## src/rtl/i_ref_ramp_if.sv

```systemverilog
// Signal bundle between the sweep controller/sampler side and the i_ref ramp generator.
// The ramp generator is the slave; the sweep side that drives enable/instability is the master.
interface i_ref_ramp_if #(
    parameter int BUS_WIDTH = 10
);
    logic                 enable;
    logic                 went_unstable;
    logic [BUS_WIDTH-1:0] i_ref_max;
    logic [BUS_WIDTH-1:0] i_ref;
    logic                 ready;
    logic                 done;
    logic                 at_limit;

    modport master (
        output enable, went_unstable, i_ref_max,
        input  i_ref, ready, done, at_limit
    );

    modport slave (
        input  enable, went_unstable, i_ref_max,
        output i_ref, ready, done, at_limit
    );
endinterface

```

## src/rtl/i_ref_ramp.sv

```systemverilog
// Stepped reference-current ramp for the stability sweep: settle, strobe ready, step,
// and on instability back off to the last stable code from i_ref_sampling and hold it.
//
// state   | meaning
// IDLE    | i_ref parked at I_START, waiting for enable
// SETTLE  | current step settling for SETTLE_CYCLES cycles
// SAMPLE  | one-cycle ready strobe, i_ref steps on the closing edge
// BACKOFF | one cycle, i_ref_max from the sampler is applied here
// HOLD    | sweep finished, i_ref frozen until enable drops
module i_ref_ramp #(
    parameter int BUS_WIDTH     = 10,
    parameter int I_START       = 0,
    parameter int STEP          = 1,
    parameter int SETTLE_CYCLES = 16
) (
    input logic          clk,
    input logic          rst,
    i_ref_ramp_if.slave  bus
);
    typedef enum logic [2:0] {
        IDLE    = 3'd0,
        SETTLE  = 3'd1,
        SAMPLE  = 3'd2,
        BACKOFF = 3'd3,
        HOLD    = 3'd4
    } state_t;

    localparam int CNT_W = (SETTLE_CYCLES > 1) ? $clog2(SETTLE_CYCLES) : 1;
    localparam logic [CNT_W-1:0]     CNT_LAST  = CNT_W'(SETTLE_CYCLES - 1);
    localparam logic [BUS_WIDTH-1:0] CODE_INIT = BUS_WIDTH'(I_START);
    localparam logic [BUS_WIDTH:0]   CODE_MAX  = {1'b0, {BUS_WIDTH{1'b1}}};
    localparam logic [BUS_WIDTH:0]   STEP_EXT  = (BUS_WIDTH+1)'(STEP);

    state_t               state, state_nxt;
    logic [CNT_W-1:0]     cnt, cnt_nxt;
    logic [2:0]           shift, shift_nxt;
    logic [BUS_WIDTH-1:0] i_ref_q, i_ref_nxt;
    logic                 ready_q, done_q, at_limit_q, at_limit_nxt;
    logic [BUS_WIDTH:0]   code_sum;

    assign code_sum = {1'b0, i_ref_q} + STEP_EXT;

    always_ff @(posedge clk) begin
        if (rst) begin
            state      <= IDLE;
            cnt        <= '0;
            shift      <= '0;
            i_ref_q    <= CODE_INIT;
            ready_q    <= 1'b0;
            done_q     <= 1'b0;
            at_limit_q <= 1'b0;
        end else begin
            state      <= state_nxt;
            cnt        <= cnt_nxt;
            shift      <= shift_nxt;
            i_ref_q    <= i_ref_nxt;
            ready_q    <= (state_nxt == SAMPLE);
            done_q     <= (state_nxt == HOLD);
            at_limit_q <= at_limit_nxt;
        end
    end

    always_comb begin
        state_nxt    = state;
        cnt_nxt      = cnt;
        shift_nxt    = shift;
        i_ref_nxt    = i_ref_q;
        at_limit_nxt = at_limit_q;
        if (!bus.enable) begin
            state_nxt    = IDLE;
            cnt_nxt      = '0;
            shift_nxt    = '0;
            i_ref_nxt    = CODE_INIT;
            at_limit_nxt = 1'b0;
        end else begin
            case (state)
                IDLE: begin
                    state_nxt = SETTLE;
                    cnt_nxt   = '0;
                end
                SETTLE: begin
                    if (bus.went_unstable) begin
                        state_nxt = BACKOFF;
                    end else if (cnt == CNT_LAST) begin
                        state_nxt = SAMPLE;
                        cnt_nxt   = '0;
                    end else begin
                        cnt_nxt = cnt + 1'b1;
                    end
                end
                SAMPLE: begin
                    if (bus.went_unstable) begin
                        state_nxt = BACKOFF;
                    end else begin
                        if (shift != 3'd4) shift_nxt = shift + 3'd1;
                        if (code_sum > CODE_MAX) begin
                            state_nxt    = HOLD;
                            at_limit_nxt = 1'b1;
                        end else begin
                            state_nxt = SETTLE;
                            cnt_nxt   = '0;
                            i_ref_nxt = code_sum[BUS_WIDTH-1:0];
                        end
                    end
                end
                BACKOFF: begin
                    // Before four good samples the sampler history still holds its all-ones reset value.
                    i_ref_nxt = (shift == 3'd4) ? bus.i_ref_max : CODE_INIT;
                    state_nxt = HOLD;
                end
                HOLD: state_nxt = HOLD;
                default: begin
                    state_nxt = IDLE;
                    i_ref_nxt = CODE_INIT;
                end
            endcase
        end
    end

    assign bus.i_ref    = i_ref_q;
    assign bus.ready    = ready_q;
    assign bus.done     = done_q;
    assign bus.at_limit = at_limit_q;
endmodule

```

## src/flat_wrapper.sv

```systemverilog
// flat-port wrapper written by rule: the top's interface ports become plain ports
module i_ref_ramp_flat 
#(
    parameter int BUS_WIDTH     = 10,
    parameter int I_START       = 0,
    parameter int STEP          = 1,
    parameter int SETTLE_CYCLES = 16
)
  (clk, rst, bus_enable, bus_went_unstable, bus_i_ref_max, bus_i_ref, bus_ready, bus_done, bus_at_limit);
  i_ref_ramp_if #(.BUS_WIDTH(BUS_WIDTH)) bus_i ();
  input logic clk;
  input logic rst;
  input wire logic [$bits(bus_i.enable)-1:0] bus_enable;
  input wire logic [$bits(bus_i.went_unstable)-1:0] bus_went_unstable;
  input wire logic [$bits(bus_i.i_ref_max)-1:0] bus_i_ref_max;
  output wire logic [$bits(bus_i.i_ref)-1:0] bus_i_ref;
  output wire logic [$bits(bus_i.ready)-1:0] bus_ready;
  output wire logic [$bits(bus_i.done)-1:0] bus_done;
  output wire logic [$bits(bus_i.at_limit)-1:0] bus_at_limit;
  assign bus_i.enable = bus_enable;
  assign bus_i.went_unstable = bus_went_unstable;
  assign bus_i.i_ref_max = bus_i_ref_max;
  assign bus_i_ref = bus_i.i_ref;
  assign bus_ready = bus_i.ready;
  assign bus_done = bus_i.done;
  assign bus_at_limit = bus_i.at_limit;
  i_ref_ramp #(.BUS_WIDTH(BUS_WIDTH), .I_START(I_START), .STEP(STEP), .SETTLE_CYCLES(SETTLE_CYCLES)) u_core (.clk(clk), .rst(rst), .bus(bus_i));
endmodule
```

## config.mk

```make
export PLATFORM = sky130hd
export DESIGN_NAME = i_ref_ramp_flat
export DESIGN_NICKNAME = d
export VERILOG_FILES = /design/src/rtl/i_ref_ramp_if.sv /design/src/rtl/i_ref_ramp.sv /design/src/flat_wrapper.sv
export SDC_FILE = /design/constraint.sdc
export NUM_CORES = 1
export LEC_CHECK = 0
export BUFFER_PORTS_ARGS = -buffer_cell sky130_fd_sc_hd__buf_2
export CORE_ASPECT_RATIO = 0.6
export CORE_MARGIN = 2
export CORE_UTILIZATION = 50
export DETAILED_ROUTE_END_ITERATION = 6
export PLACE_DENSITY = 0.72
export SLEW_MARGIN = 20
export SYNTH_ARGS = -nofsm -noshare
export SYNTH_HDL_FRONTEND = slang
export SYNTH_SLANG_ARGS = --single-unit
```

## constraint.sdc

```tcl
create_clock -name clk -period 2.8 [get_ports clk]
set_input_delay 0.42 -clock clk [delete_from_list [all_inputs] [get_ports clk]]
set_output_delay 0.42 -clock clk [all_outputs]
set_load 0.01 [all_outputs]
```

## After elaboration in Yosys (flattened, before gate mapping)

Cells that the tools add are included.
Widths: inputs -> output; s select.

- Memories: 0
- Bits of input ports: 14
- Bits in read-only memories: 0
- Flip-flop bits (word level): 23
- Memory bits (writable): 0
- Bits in latches: 0

- Multiplexer cells: 15
- Multiply operators: 0
- Reductions and logical operators: 9
- $add $sub $neg: 3
- Shift-type cells: 0
- Equal/unequal tests: 12
- Div/mod/pow operators: 0
- Magnitude comparators: 1
- Bitwise gates (word level): 3

Operators by type and width:

| kind | count |
|---|---|
| $mux 10 | 3 |
| $pmux 10 s3 | 1 |
| $mux 4 | 4 |
| $mux 3 | 5 |
| $pmux 3 s4 | 1 |
| $pmux 4 s3 | 1 |
| $add 10x1->11 const B | 1 |
| $gt 11x10->1 const B | 1 |
| $eq 3x2->1 const B | 3 |
| $eq 3x3->1 const B | 3 |
| $reduce_and 3->1 | 3 |
| $ne 2x2->1 const B | 3 |
| $add 4x1->4 const B | 1 |
| $eq 4x4->1 const B | 1 |
| $reduce_and 4->1 | 1 |
| $reduce_or 2->1 | 2 |
| $add 3x1->3 const B | 1 |
| $eq 3x1->1 const B | 1 |
| $logic_not 3->1 | 1 |
| $ne 3x3->1 const B | 1 |
| $not 1->1 | 3 |
| $reduce_bool 3->1 | 1 |
| $reduce_or 3->1 | 1 |

## Longest topological paths before layout

- Depth after elaboration: 7
- Gate-level depth with buffers: 9
- Gate-level depth less buffers: 8

## Worst setup path before layout

No wires, ideal clock.

- Kind: flip-flop to flip-flop
- Start: register u_core.i_ref_q[1], in the netlist u_core.bus.i_ref[1]
- End: register u_core.i_ref_q[1], in the netlist u_core.bus.i_ref[1]
- Buffers on the path: 1
- Stages on the path, launching flop included: 9
- Setup slack: 0.566 ns
- Library setup time: 0.129 ns
- Data arrival time: 2.106 ns
- Cell sequence: dfxtp_1 -> ha_1 -> nand4_2 -> or4_4 -> a21o_1 -> o31ai_2 -> buf_8 -> mux2i_1 -> nor2_1

- Word-level cells in the longest chain between the ends: 4
- Elaborated cells between the ends (all ways): 7
- Classes of those cells: add/sub (1); order compare (1); eq/ne (1); mux (3); reduce/logical (1)

Ends and longest elaborated chain:

| what | line | RTL |
|---|---|---|
| from (decl) | i_ref_ramp.sv:37 | `logic [BUS_WIDTH-1:0] i_ref_q, i_ref_nxt;` |
| from (signal assigned) | i_ref_ramp.sv:56 | `i_ref_q <= i_ref_nxt;` |
| $add 10x1->11 (*) | i_ref_ramp.sv:41 | `assign code_sum = {1'b0, i_ref_q} + STEP_EXT;` |
| $gt 11x10->1 / $mux 10 (equally long branches) | i_ref_ramp.sv:96 | `if (code_sum > CODE_MAX) begin` |
| $ne 2x2->1 (no source line) / $mux 10 (equally long branches) | n/a |  |
| $reduce_and 3->1 (no source line) / $pmux 10 s3 (equally long branches) | n/a |  |

Mark *: on every way between the ends. The rest lies on a longest branch, timed or not. The select of a mux whose other input is x is not followed.
A chain may end at the register's enable or synchronous reset.

## Worst setup path after layout

- Start: register u_core.i_ref_q[1], in the netlist u_core.bus.i_ref[1]
- End: register u_core.cnt[1]

- Word-level cells in the longest chain between the ends: 4

Ends and longest elaborated chain:

| what | line | RTL |
|---|---|---|
| $add 10x1->11 | i_ref_ramp.sv:41 |  |
| $gt 11x10->1 | i_ref_ramp.sv:96 |  |
| $ne 2x2->1 (no source line) | n/a |  |
| $reduce_and 4->1 (no source line) | n/a |  |
| to (signal assigned) | i_ref_ramp.sv:54 | `cnt <= cnt_nxt;` |
| to (decl) | i_ref_ramp.sv:35 | `logic [CNT_W-1:0] cnt, cnt_nxt;` |

No other way between the ends.

==> results.md <==
- Drt wl/cell: 14.8 um
- WL final: 3800 um
- Asr flop ratio synth: 0
- Syn_nets: 213
- Full die area: 3610 um^2
- Setup CP Type: flip-flop to flip-flop
- Max-cap violations: 0
- CP max FO: 8
- Fin area: 1750 um^2
- Layout cells sized above 1: 0.228
- Residual DRC: 0
- Buf+Inv Stages, Crit Path: 0
- Pins over their slew limit: 0
- Core footprint: 2930 um^2
- Worst hold path class: input port to flip-flop
- Crit. End Element: flip-flop
- Design Power: approximately 620 uW
- Arr. time, crit path: 2.68 ns
- H-tree depth: 1
- DRT Pass-1 Iters: 4
- Pwr dens: 356 nW/um^2
- Footprint of the multi-input gates: between 900 and 1000 um^2
- Post-synth EDFFs: 0
- Achievable frequency: 398 MHz
- Worst Tran Pin Value: 0.764 ns
- Pleak: 0.000675 uW
- Clock Skew: 0.00788 ns
- Avg Inst Size Synth: 8.07 um^2
- Layout Nets: about 240
- Synth unique cells: just under 60
- Clk buf depth: 2
- CP max stage delay: roughly 0.48 ns
- Crit. path cell count: 7
- Sequential share of the synthesized area: 0.294
- Worst reg-to-reg path cell count: 7
- Total number of vias: 1492
- Number of diodes: 0
- Final cell count without fillers: 257
- Die Y: between 40 and 50 um
- Min cycle time layout: approximately 2.5 ns
- VDD IR max: 0.276 mV
- Storage element area: 460 um^2
- Die W: 76.3 um
- I/O Buffers: 26
- First-pass GRT wire length: 6150 um
- FP Rows: 15
- Synth top cells by count: dfxtp_1, nand2_1, nor2_1, a21oi_1, nand3_1
- CP top delay family: compound AO/OA/AOI/OAI gates
- TritonCTS Buffers: 3
- Vias in the first global route: between 1000 and 1500
- Fin crit share: 0.898
- # setup viols final: 0
- Post-DP HPWL: 2880 um
- RSZ-0062 raised after global routing: false
- Area grow syn2layout: 11.8%
- Setup bufs post-CTS: 0
- Gr ovfl total: 0
- DP Worst Slack: 0.146 ns
- Initial Utilization: 0.535
- Largest net degree at the start of global routing: 15
- Yosys top cell area share: 0.294
- Slew HR: 0.489
- Vias/cell: 5.81
- RD Place Congestion: 0.970
- Crit path cell chain: ha_1, nand4_2, xnor2_1, a41oi_4, o32ai_1, o31ai_1, a211o_1
- Primary FF master, synth: dfxtp_1
- Final worst slack: 0.284 ns
- Initial antenna violation count: 0
- Startpoint Class: flip-flop
- Top post-synthesis cells by area: dfxtp_1, nand2_1, xnor2_1, nor2_1, ha_1
- Clock latency on the worst-skew pair: approximately 0.28 ns
- IO Pins: 27
- Yosys warnings: 0
- Hold Path Cell Cnt: 2
- CTS sink cnt: 23
- Post-route setup TNS: 0 ns
- Status: complete, no violations
- FF+latch count, synth: 23
- CP Data Required Time: roughly 3.0 ns
- DP Cell Count: 253
- Dpl cell area: approximately 1700 um^2
- Initial DRC count: roughly 160
- Synth Cell Area: 1570 um^2
- Routed Antenna Nets: 0
- Reg clk slew, reported paths: around 0.080 ns
- Area leader, netlist: dfxtp_1
- Root Driver: clkbuf_8
- FILL cells: 278
- Crit path max-delay cell type: dfxtp_1
- Mapped Cells: 194
- Total Routing Usage GR: 0.221
- TritonCTS clock tree: done
- Final Hold Vio Count: 0
- Most common cell in the netlist: dfxtp_1
registers in the layout, summed over array words and instances (netlist names):
register and flops:
u_core.bus.at_limit 1, u_core.bus.done 1, u_core.bus.i_ref 10, u_core.bus.ready 1
u_core.cnt 4, u_core.shift 3, u_core.state 3
where the power goes:
part | switching, uW | leakage (uW) | total (uW) | internal, uW
logic | 32.4 | 0.000467 | 57.5 | 25.0
clock network | 118 | 0.0000217 | 219 | 101
registers | 12.4 | 0.000186 | 348 | 336
total | 162 | 0.000675 | 624 | 462
cell type report:
| cell class | count | share of cell area |
|---|---|---|
| Clock inverter | 1 | 0.00429 |
| Timing Repair Buffer | 29 | 0.0871 |
| Clock buffer | 3 | 0.0236 |
| Inverter | 10 | 0.0214 |
| Multi-Input combinational cell | 149 | 0.571 |
| Sequential cell | 23 | 0.263 |
| Tap cell | 42 | 0.0300 |
cell families (layout without fill, tap and decap cells):
family | Yosys count | in the layout | synth area share
xor+xnor | 11 | 11 | 0.0615
simple gates | 84 | 84 | 0.290
mux | 2 | 2 | 0.0128
buf+inv | 22 | 43 | 0.0735
compound gates | 47 | 47 | 0.228
flops | 23 | 23 | 0.294
fa+ha+maj | 5 | 5 | 0.0399
per-stage QoR:
step            util  hold WS, ns
2_1_floorplan      -        0.453
3_3_place_gp   0.579        0.456
3_5_place_dp   0.579        0.474
4_1_cts        0.595        0.387
5_1_grt        0.598        0.404
6_report       0.598        0.387
path summary, 6_finish.rpt:
kind / from / end / slack [ns]
max: u_core.bus.i_ref[1]$_SDFFE_PP0P_ / u_core.cnt[1]$_SDFFE_PP0P_ / 0.28
min reg2reg: u_core.shift[1]$_SDFFE_PP0P_ / u_core.shift[1]$_SDFFE_PP0P_ / 0.49
max reg2reg: u_core.bus.i_ref[1]$_SDFFE_PP0P_ / u_core.cnt[1]$_SDFFE_PP0P_ / 0.28
min: bus_i_ref_max[3] / u_core.bus.i_ref[3]$_SDFFE_PP0P_ / 0.39
repair_timing:
action	4_1_cts	5_1_grt
gates resized for setup	0	1
hold buffers	0	0
setup endpoints to repair	0	8
cell usage in the layout, fill, tap and decap left out, types with 2 or more instances in the layout:
master / count
ha_1: 5
nor3_1: 9
or4_1: 2
nand2b_1: 3
xnor2_1: 8
a31oi_1: 2
nor2_1: 17
a21oi_1: 11
mux2i_1: 2
buf_4: 3
dfxtp_1: 23
a211oi_1: 3
and2b_2: 2
clkbuf_8: 3
nand2_1: 19
nor3_2: 2
nand3b_1: 2
nand4_1: 2
a21o_1: 2
buf_2: 26
nor4_1: 2
a221oi_1: 4
o21ai_0: 6
and3_1: 3
inv_1: 10
xor2_1: 3
o21a_1: 2
nand3_1: 11
metal layers:
| metal | track usage | wire [um] | vias to the layer above |
|---|---|---|---|
| met5 | 0 | 0 | - |
| met3 | 0.0519 | 243 | 3 |
| met2 | 0.358 | 1600 | 42 |
| met1 | 0.308 | 1940 | 703 |
| li1 | - | - | 744 |
| met4 | 0.0473 | 14 | 0 |
No activity file was read; power rests on OpenSTA's default activity.
